File: config.mk
export PLATFORM = sky130hd
export DESIGN_NAME = if_fetch
export DESIGN_NICKNAME = d
export VERILOG_FILES = /design/src/rtl/mips_pkg.sv /design/src/rtl/if_fetch.sv
export SDC_FILE = /design/constraint.sdc
export NUM_CORES = 1
export LEC_CHECK = 0
export CAP_MARGIN = 25
export CORE_MARGIN = 5
export CORE_UTILIZATION = 47
export DETAILED_ROUTE_END_ITERATION = 6
export GPL_ROUTABILITY_DRIVEN = 0
export PLACE_DENSITY = 0.95
export SLEW_MARGIN = 20
export SYNTH_ARGS = -nofsm -noshare
export SYNTH_HDL_FRONTEND = slang
export SYNTH_SLANG_ARGS = --single-unit
File: constraint.sdc
create_clock -name clk -period 6.5 [get_ports clk]
set_clock_uncertainty 0.1 [all_clocks]
set_input_delay 1.3 -clock clk [delete_from_list [all_inputs] [get_ports clk]]
set_output_delay 1.3 -clock clk [all_outputs]
set_load 0.05 [all_outputs]
File: src/rtl/mips_pkg.sv
// Shared MIPS pipeline definitions: fetch FSM states, reset/exception addresses, NOP.
package mips_pkg;

  typedef enum logic [1:0] {
    IDLE = 2'd0,
    WAIT = 2'd1,
    HOLD = 2'd2
  } fetch_state_e;

  localparam logic [31:0] RESET_PC_DEF   = 32'h0000_0000;
  localparam logic [31:0] EXC_VECTOR_DEF = 32'h0000_0180;
  localparam logic [31:0] NOP            = 32'h0000_0000;

endpackage

File: src/rtl/if_fetch.sv
// IF stage: single-outstanding instruction fetch feeding IF/ID.
// Optional macro IF_ALIGN_CHECK_EN enables misaligned-redirect address errors.
module if_fetch
  import mips_pkg::*;
#(
  parameter logic [31:0] RESET_PC   = RESET_PC_DEF,
  parameter logic [31:0] EXC_VECTOR = EXC_VECTOR_DEF
) (
  input  logic        clk,
  input  logic        rst,
  input  logic        stall,
  input  logic        redirect_valid,
  input  logic [31:0] redirect_pc,
  output logic        imem_req,
  output logic [31:0] imem_addr,
  input  logic        imem_gnt,
  input  logic        imem_rvalid,
  input  logic [31:0] imem_rdata,
  output logic [31:0] PC4,
  output logic [31:0] Inst,
  output logic        inst_valid,
  output logic        if_adel,
  output logic [31:0] if_badvaddr
);

  fetch_state_e state;
  logic [31:0]  pc;
  logic         kill;
  logic         tgt_err;
  logic [31:0]  tgt;

`ifdef IF_ALIGN_CHECK_EN
  assign tgt_err = (redirect_pc[1:0] != 2'b00);
  assign tgt     = tgt_err ? EXC_VECTOR : redirect_pc;
`else
  assign tgt_err = 1'b0;
  assign tgt     = tgt_err ? EXC_VECTOR : {redirect_pc[31:2], redirect_pc[1:0] & 2'b00};
`endif

  assign imem_req  = (state == IDLE) && !redirect_valid;
  assign imem_addr = pc;

  always_ff @(posedge clk or posedge rst) begin
    if (rst) begin
      state      <= IDLE;
      pc         <= RESET_PC;
      kill       <= 1'b0;
      Inst       <= NOP;
      PC4        <= '0;
      inst_valid <= 1'b0;
    end else if (redirect_valid) begin
      pc         <= tgt;
      inst_valid <= 1'b0;
      // A redirect in WAIT with no response yet must swallow the late response.
      if (state == WAIT && !imem_rvalid) begin
        kill <= 1'b1;
      end else begin
        kill  <= 1'b0;
        state <= IDLE;
      end
    end else begin
      case (state)
        IDLE: if (imem_gnt) state <= WAIT;
        WAIT: begin
          if (imem_rvalid) begin
            if (kill) begin
              kill  <= 1'b0;
              state <= IDLE;
            end else begin
              Inst       <= imem_rdata;
              PC4        <= pc + 32'd4;
              inst_valid <= 1'b1;
              state      <= HOLD;
            end
          end
        end
        HOLD: begin
          if (!stall) begin
            pc         <= pc + 32'd4;
            inst_valid <= 1'b0;
            state      <= IDLE;
          end
        end
        default: state <= IDLE;
      endcase
    end
  end

`ifdef IF_ALIGN_CHECK_EN
  always_ff @(posedge clk or posedge rst) begin
    if (rst) begin
      if_adel     <= 1'b0;
      if_badvaddr <= '0;
    end else begin
      if_adel <= redirect_valid && tgt_err;
      if (redirect_valid && tgt_err) if_badvaddr <= redirect_pc;
    end
  end
`else
  assign if_adel     = 1'b0;
  assign if_badvaddr = '0;
`endif

endmodule

* Yosys cells after proc, flatten, opt, wreduce, memory -nomap -nowiden *
Index checks and enable logic that the tools add are counted.

word-level totals
  register bits after elaboration = 100
  word-level logic and storage cells = 50

operators by class
  add/subtract/negate cells = 1
  equality and inequality tests = 8
  muxes and demuxes = 19
  bitwise gates (word level) = 2
  reductions and logical operators = 14

operator list
  cell                     count
  $mux W32                 3
  $add A32 B3 Y32 const B  1
  $mux W2                  6
  $ne A3 B3 Y1 const B     4
  $reduce_and A4 Y1        3
  $mux W1                  8
  $pmux W2 S3              1
  $reduce_bool A2 Y1       3
  $reduce_and A2 Y1        2
  $reduce_bool A3 Y1       1
  $eq A2 B1 Y1 const B     1
  $eq A2 B2 Y1 const B     1
  $logic_and A1 B1 Y1      2
  $logic_not A1 Y1         2
  $logic_not A2 Y1         1
  $ne A2 B1 Y1 const B     1
  $ne A2 B2 Y1 const B     1
  $not A1 Y1               2
  $pmux W1 S2              1

* Depth between registers and ports, before layout *
Gate-level depths: netlist (run 1).

  depth in word-level cells = 4
  gate-level depth with buffers = 7
  depth with buffers taken out = 6

* Worst setup path before layout (run 1) *
No wires, ideal clock.

  kind = input -> output
  start = in redirect_valid
  end = out imem_req
  data arrival time = 2.996 ns
  path slack = 2.104 ns
  stages = 4
  path buffers = 3
  cells stage by stage = clkbuf_1 -> clkbuf_1 -> clkbuf_1 -> nor3_1

between the ends
  cells in the longest elaborated chain, start to end = 2

RTL lines
  what                 line            RTL
  start: declaration   if_fetch.sv:12  input logic redirect_valid,
  $logic_not A1 Y1     if_fetch.sv:40  assign imem_req = (state == IDLE) && !redirect_valid;
  $logic_and A1 B1 Y1  if_fetch.sv:40
  end: declaration     if_fetch.sv:14  output logic imem_req,

No other way between the ends.

* Final worst setup path (run 1) *
Same ends and word-level chain as after synthesis.

==> flow_metrics.tcl, run 1 <==
set metrics [dict create \
    drt_iter0_drc 175 \
    syn_to_final_growth_pct 38.9 \
    r2r-end "Inst[31]" \
    cts_setup_buffers 0 \
    grt_pass1_wl_mm 19.8 \
    ys_seq_area_share_pct 49.9 \
    fmax_mhz 249 \
    path_max_fanout 29 \
    netlist.area_leader.share_pct 49.9 \
    p_leak_nw 2.78 \
    antenna_found_initial 0 \
    grt_max_degree 91 \
    die_area_sq_mm 0.0124 \
    worst_setup_path_start_kind "input pin" \
    first_global_vias 3900 \
    crit_slowest_cell "clkdlybuf4s50_1" \
    fp-row-count 37 \
    cp_slowest_stage_delay_ns 0.83 \
    cts_resized 0 \
    coreArea_sq_mm 0.0101 \
    async_flop_share_pct 100 \
    vias 3831 \
    synth_area_leader_cell "dfrtp_1" \
    irDropWorstVdd_mv 0.276 \
    cts_root_buffer "clkbuf_8" \
    synth_ff_type "dfrtp_1" \
    fin_crit_sh_pct 61.7 \
    powerDensity_mw_per_mm2 419 \
    synth_edf_count 0 \
    grt-ovfl-total 0 \
    path_cells "buf_2 -> nor3_1 -> clkdlybuf4s50_1" \
    die_h_um 111 \
    whs_endpoint "PC4[18]" \
    rr_startpoint "state[1]" \
    drc 0 \
    synthTopCellsByArea "dfrtp_1 50%, mux2_2 7.9%, buf_4 5.9%" \
    outcome "completed" \
    power_w 0.00280 \
    end_kind "primary output" \
    cts_tree "yes" \
    numCtsBuffers 9 \
    worst_pin_slew_ns 0.952 \
    rsz0062_at_grt "no" \
    drt_wl_total_mm 12.4 \
    start_util_pct 47.5 \
    yosys_warnings 0 \
    whs_ns 0.382 \
    synth_cells 466 \
    syn_area_sq_mm 0.00482 \
    drive_above_1_share_pct 11.1 \
    dp_hpwl_mm 9.09 \
    cts.sinks 96 \
    htreeDepth 3 \
    cp_top_family "buffers and inverters" \
    reg2reg_depth 4 \
    pin_count 201 \
    first_pass_iters 4 \
    setup_violations 0 \
    slew_headroom_pct 36.5 \
    tns_ns 0 \
    clock_path_buffers 2 \
    die_width_um 111 \
    synth.avg_cell_area_sq_um 10.3 \
    n_antenna_cell 0 \
    path_clk_slew_ns 0.09 \
    layoutNonFillerInstCount 758 \
    hold_start "PC4[18]" \
    min_period_ns 4.01 \
    io_buffers 161 \
    viasPerCell 5.05 \
    crit_type "input pin to primary output" \
    worstPathRequired_ns 5.10 \
    cts_hold_buffers 0 \
    fin_nets 688 \
    critPathBufInv 2 \
    holdCritPathClass "register to register" \
    antenna_left 0 \
    hold_depth 2 \
    cap_violations 0 \
    hold_viol_final 0 \
    clk-insertion-delay-late_ns 0.37 \
    ys_types 46 \
    crit_arrival_ns 2.61 \
    slew_violations 0 \
    ys_ff_latch 96 \
    dp_cells 740 \
    ff2ff_setup_slack_ns 4.25 \
    track_usage_pct 19.8 \
    wl_per_cell_um 16.4 \
]
[registers in the layout, indices dropped and copies added, names as in the netlist]
register and count:
inst_valid 1, state 2, PC4 30, Inst 32, kill 1, imem_addr 30
[worst max-delay path by stage]
stage / from / to / depth (start not counted)
6_report: redirect_valid / imem_req / 3
5_1_grt: redirect_valid / imem_req / 3
4_1_cts: redirect_valid / imem_req / 3
3_5_place_dp: redirect_valid / imem_req / 3
3_3_place_gp: redirect_valid / imem_req / 3
2_1_floorplan: redirect_valid / imem_req / 4
[metrics by stage]
step | util (%) | instance area (sq um) | setup WS [ns]
after global routing | 66.0 | 6690 | 2.41
after global placement | 62.8 | 6370 | 2.17
final | 66.0 | 6690 | 2.49
after detailed placement | 62.8 | 6370 | 2.16
after CTS | 65.5 | 6650 | 2.15
after floorplan | - | 4950 | 2.10
[worst min-delay path, delay by kind of cell (launching register included)]
family / cells / cell delay [ns]
compound gates: 1 / 0.05
flops: 1 / 0.35
simple gates: 1 / 0.04
[area by class of cell]
type / instances / area, sq um
flip-flops and latches: 96 / 2400
well taps: 136 / 170
inverters: 7 / 28.8
multi-input cells: 339 / 2150
fillers: 762 / 3450
clock buffers: 10 / 138
repair buffers: 164 / 1660
clock inverters: 6 / 138
[power breakdown]
part / internal (W) / switching (W) / total (W)
Sequential: 0.000781 / 0.000120 / 0.000901
Clock: 0.000307 / 0.000214 / 0.000521
Combinational: 0.000462 / 0.000917 / 0.00138
Total: 0.00155 / 0.00125 / 0.00280
[cells in the mapped netlist, types with 4 or more instances]
| cell | instances |
|---|---|
| nand2_1 | 74 |
| clkbuf_1 | 13 |
| inv_1 | 7 |
| nor2b_1 | 9 |
| nor2_1 | 13 |
| o21ai_1 | 10 |
| nor3_1 | 6 |
| nand4_1 | 8 |
| dfrtp_1 | 96 |
| mux2_2 | 34 |
| buf_2 | 4 |
| o21ai_0 | 42 |
| xor2_1 | 23 |
| xnor2_1 | 18 |
| o311ai_0 | 4 |
| buf_4 | 38 |
| nand3_1 | 19 |
[cells in the final DEF, fill, tap and decap left out, types with 4 or more instances in the layout]
master,count
clkdlybuf4s50_1,160
dfrtp_1,96
nand2_1,73
o21ai_0,42
conb_1,37
mux2_2,34
xor2_1,23
nand3_1,19
xnor2_1,18
nor2_1,13
o21ai_1,10
clkbuf_8,10
nor2b_1,9
nand4_1,8
inv_1,6
nor3_1,6
o311ai_0,4
bufinv_16,4
[layer usage]
layer / GRT usage [%] / up-vias / share of wire (%)
li1: - / 1825 / -
met1: 24.7 / 1834 / 42
met2: 33.2 / 151 / 50
met3: 5.24 / 21 / 6.1
met4: 6.57 / 0 / 2.0
met5: 0 / - / 0
[cells by family after synthesis]
group / after synthesis / synth area share [%]
simple gates: 154 / 17.1
flops: 96 / 49.9
compound gates: 71 / 8.68
buf+inv: 67 / 8.36
xor+xnor: 41 / 7.45
mux: 35 / 8.16
fa+ha+maj: 1 / 0.260
other cells: 1 / 0.0778
No activity file was read; power rests on OpenSTA's default activity.
==> run 2: changes to the inputs <==
- CORE_UTILIZATION: 47 -> 39
- PLACE_DENSITY: 0.95 -> 0.85
- clock period: 6.5 -> 3.35 ns (I/O delays scaled with it)
==> run 2 against run 1 <==
Net effect: routed wire length is 3.4% higher; clock power is 100% higher; sequential power is 94% higher; critical path type is now register to primary output; global-route usage is 2.3 points lower.
==> flow_metrics.tcl, run 2 (same netlist as run 1, synthesis figures left out) <==
set metrics [dict create \
    largest_reg_flops 32 \
    die_area_sq_mm 0.0147 \
    switching_share_pct 44.3 \
    cap_violations 0 \
    clkPwrFrac_pct 19.1 \
    slew_headroom_pct 44.2 \
    drive_above_1_share_pct 11.2 \
    hold_viol_final 0 \
    crit_slowest_cell "clkdlybuf4s50_1" \
    mostFrequentLayoutCells "160 x clkdlybuf4s50_1, 96 x dfrtp_1, 73 x nand2_1" \
    start_util_pct 39.9 \
    cts_setup_buffers 0 \
    wl_per_cell_um 16.2 \
    pin_count 201 \
    antenna_found_initial 0 \
    min_period_ns 2.58 \
    path_clk_slew_ns 0.06 \
    cts_tree "yes" \
    outcome "completed" \
    crit_arrival_ns 1.81 \
    numCtsBuffers 9 \
    p_seq_share_pct 32.1 \
    num-fill-cells 1041 \
    coreArea_sq_mm 0.0121 \
    fp-row-count 40 \
    cts.sinks 96 \
    internal-power_w 0.00305 \
    place_ws_ns 0.531 \
    antenna_left 0 \
    setup_violations 0 \
    crit_type "register to primary output" \
    p_leak_nw 2.80 \
    worst_setup_path_start_kind "register" \
    comb_power_share_pct 48.8 \
    critPathBufInv 1 \
    regMostFlops "Inst" \
    cts_hold_buffers 0 \
    grt_pass1_wl_mm 20.4 \
    viasPerCell 4.81 \
    fmax_mhz 387 \
    first_global_vias 3939 \
    layout_setup_ws_ns 0.768 \
    holdCritPathClass "register to register" \
    rsz0062_at_grt "no" \
    grt_max_degree 71 \
    clock_path_buffers 2 \
    path_max_fanout 6 \
    die_h_um 121 \
    tns_ns 0 \
    drt_iter0_drc 206 \
    io_buffers 161 \
    switchingPower_w 0.00242 \
    syn_to_final_growth_pct 40.5 \
    cp_slowest_stage_delay_ns 0.84 \
    fin_crit_sh_pct 77.1 \
    vias 3811 \
    cts_resized 0 \
    irDropWorstVdd_mv 0.290 \
    final_common_cell "clkdlybuf4s50_1" \
    path_cells "nor3_1 -> clkdlybuf4s50_1" \
    die_width_um 121 \
    first_pass_iters 4 \
    grt-ovfl-total 0 \
    cts_root_buffer "clkbuf_16" \
    end_kind "primary output" \
    powerDensity_mw_per_mm2 808 \
    htreeDepth 3 \
    drt_wl_total_mm 12.8 \
    track_usage_pct 17.5 \
    worst_pin_slew_ns 0.837 \
    slew_violations 0 \
    clk-insertion-delay-late_ns 0.34 \
    dp_hpwl_mm 9.61 \
    drc 0 \
    worstPathRequired_ns 2.58 \
    cp_top_family "buffers and inverters" \
    fin_nets 691 \
]
run 2: power groups by stage:
stage / Sequential (W) / Combinational (W) / Clock, W
after detailed placement: 0.00178 / 0.00269 / 0
after global placement: 0.00175 / 0.00266 / 0
after CTS: 0.00176 / 0.00269 / 0.00107
after global routing: 0.00181 / 0.00278 / 0.00113
final: 0.00175 / 0.00267 / 0.00105
after floorplan: 0.00300 / 0.000528 / 0
run 2: area by class of cell:
cell class,instances,area [sq um],share of cell area (%)
clock inverters,2,38.8,0.573
well taps,168,210,3.11
flip-flops and latches,96,2400,35.5
clock buffers,12,267,3.94
multi-input cells,339,2150,31.8
repair buffers,167,1660,24.6
diodes,1,2.50,0.0370
inverters,7,28.8,0.425
run 2: layer usage:
metal,vias to the layer above,GRT usage [%],part of all wire (%)
met5,-,0,0
met4,0,5.32,1.5
met3,12,4.52,6.9
met2,149,29.3,50
met1,1824,22.3,42
li1,1826,-,-
run 2: per-stage QoR:
step	power (W)	cells	area [sq um]	hold slack, ns	utilization, %
2_1_floorplan	0.00353	502	4950	0.382	-
3_3_place_gp	0.00441	777	6460	0.361	53.6
3_5_place_dp	0.00447	777	6460	0.370	53.6
4_1_cts	0.00552	791	6770	0.385	56.1
5_1_grt	0.00572	791	6770	0.414	56.1
6_report	0.00547	792	6770	0.382	56.1
run 2: tightest hold or removal path, delay by kind of cell (launching register included):
kind / cells / cell delay [ns]
DFF: 1 / 0.34
AOI/OAI and AO/OA: 1 / 0.06
and+or+nand+nor: 1 / 0.05
run 2: final timing paths:
| check | endpoint | slack (ns) | from | cells after the start |
|---|---|---|---|---|
| min in group asynchronous | Inst[3] | 0.76 | rst | 2 |
| max in group asynchronous | imem_addr[16] | 1.71 | rst | 3 |
| max reg2reg | PC4[26] | 1.10 | state[1] | 6 |
| min | PC4[8] | 0.38 | PC4[8] | 2 |
| min reg2reg | PC4[8] | 0.38 | PC4[8] | 2 |
| max | imem_req | 0.77 | state[0] | 2 |
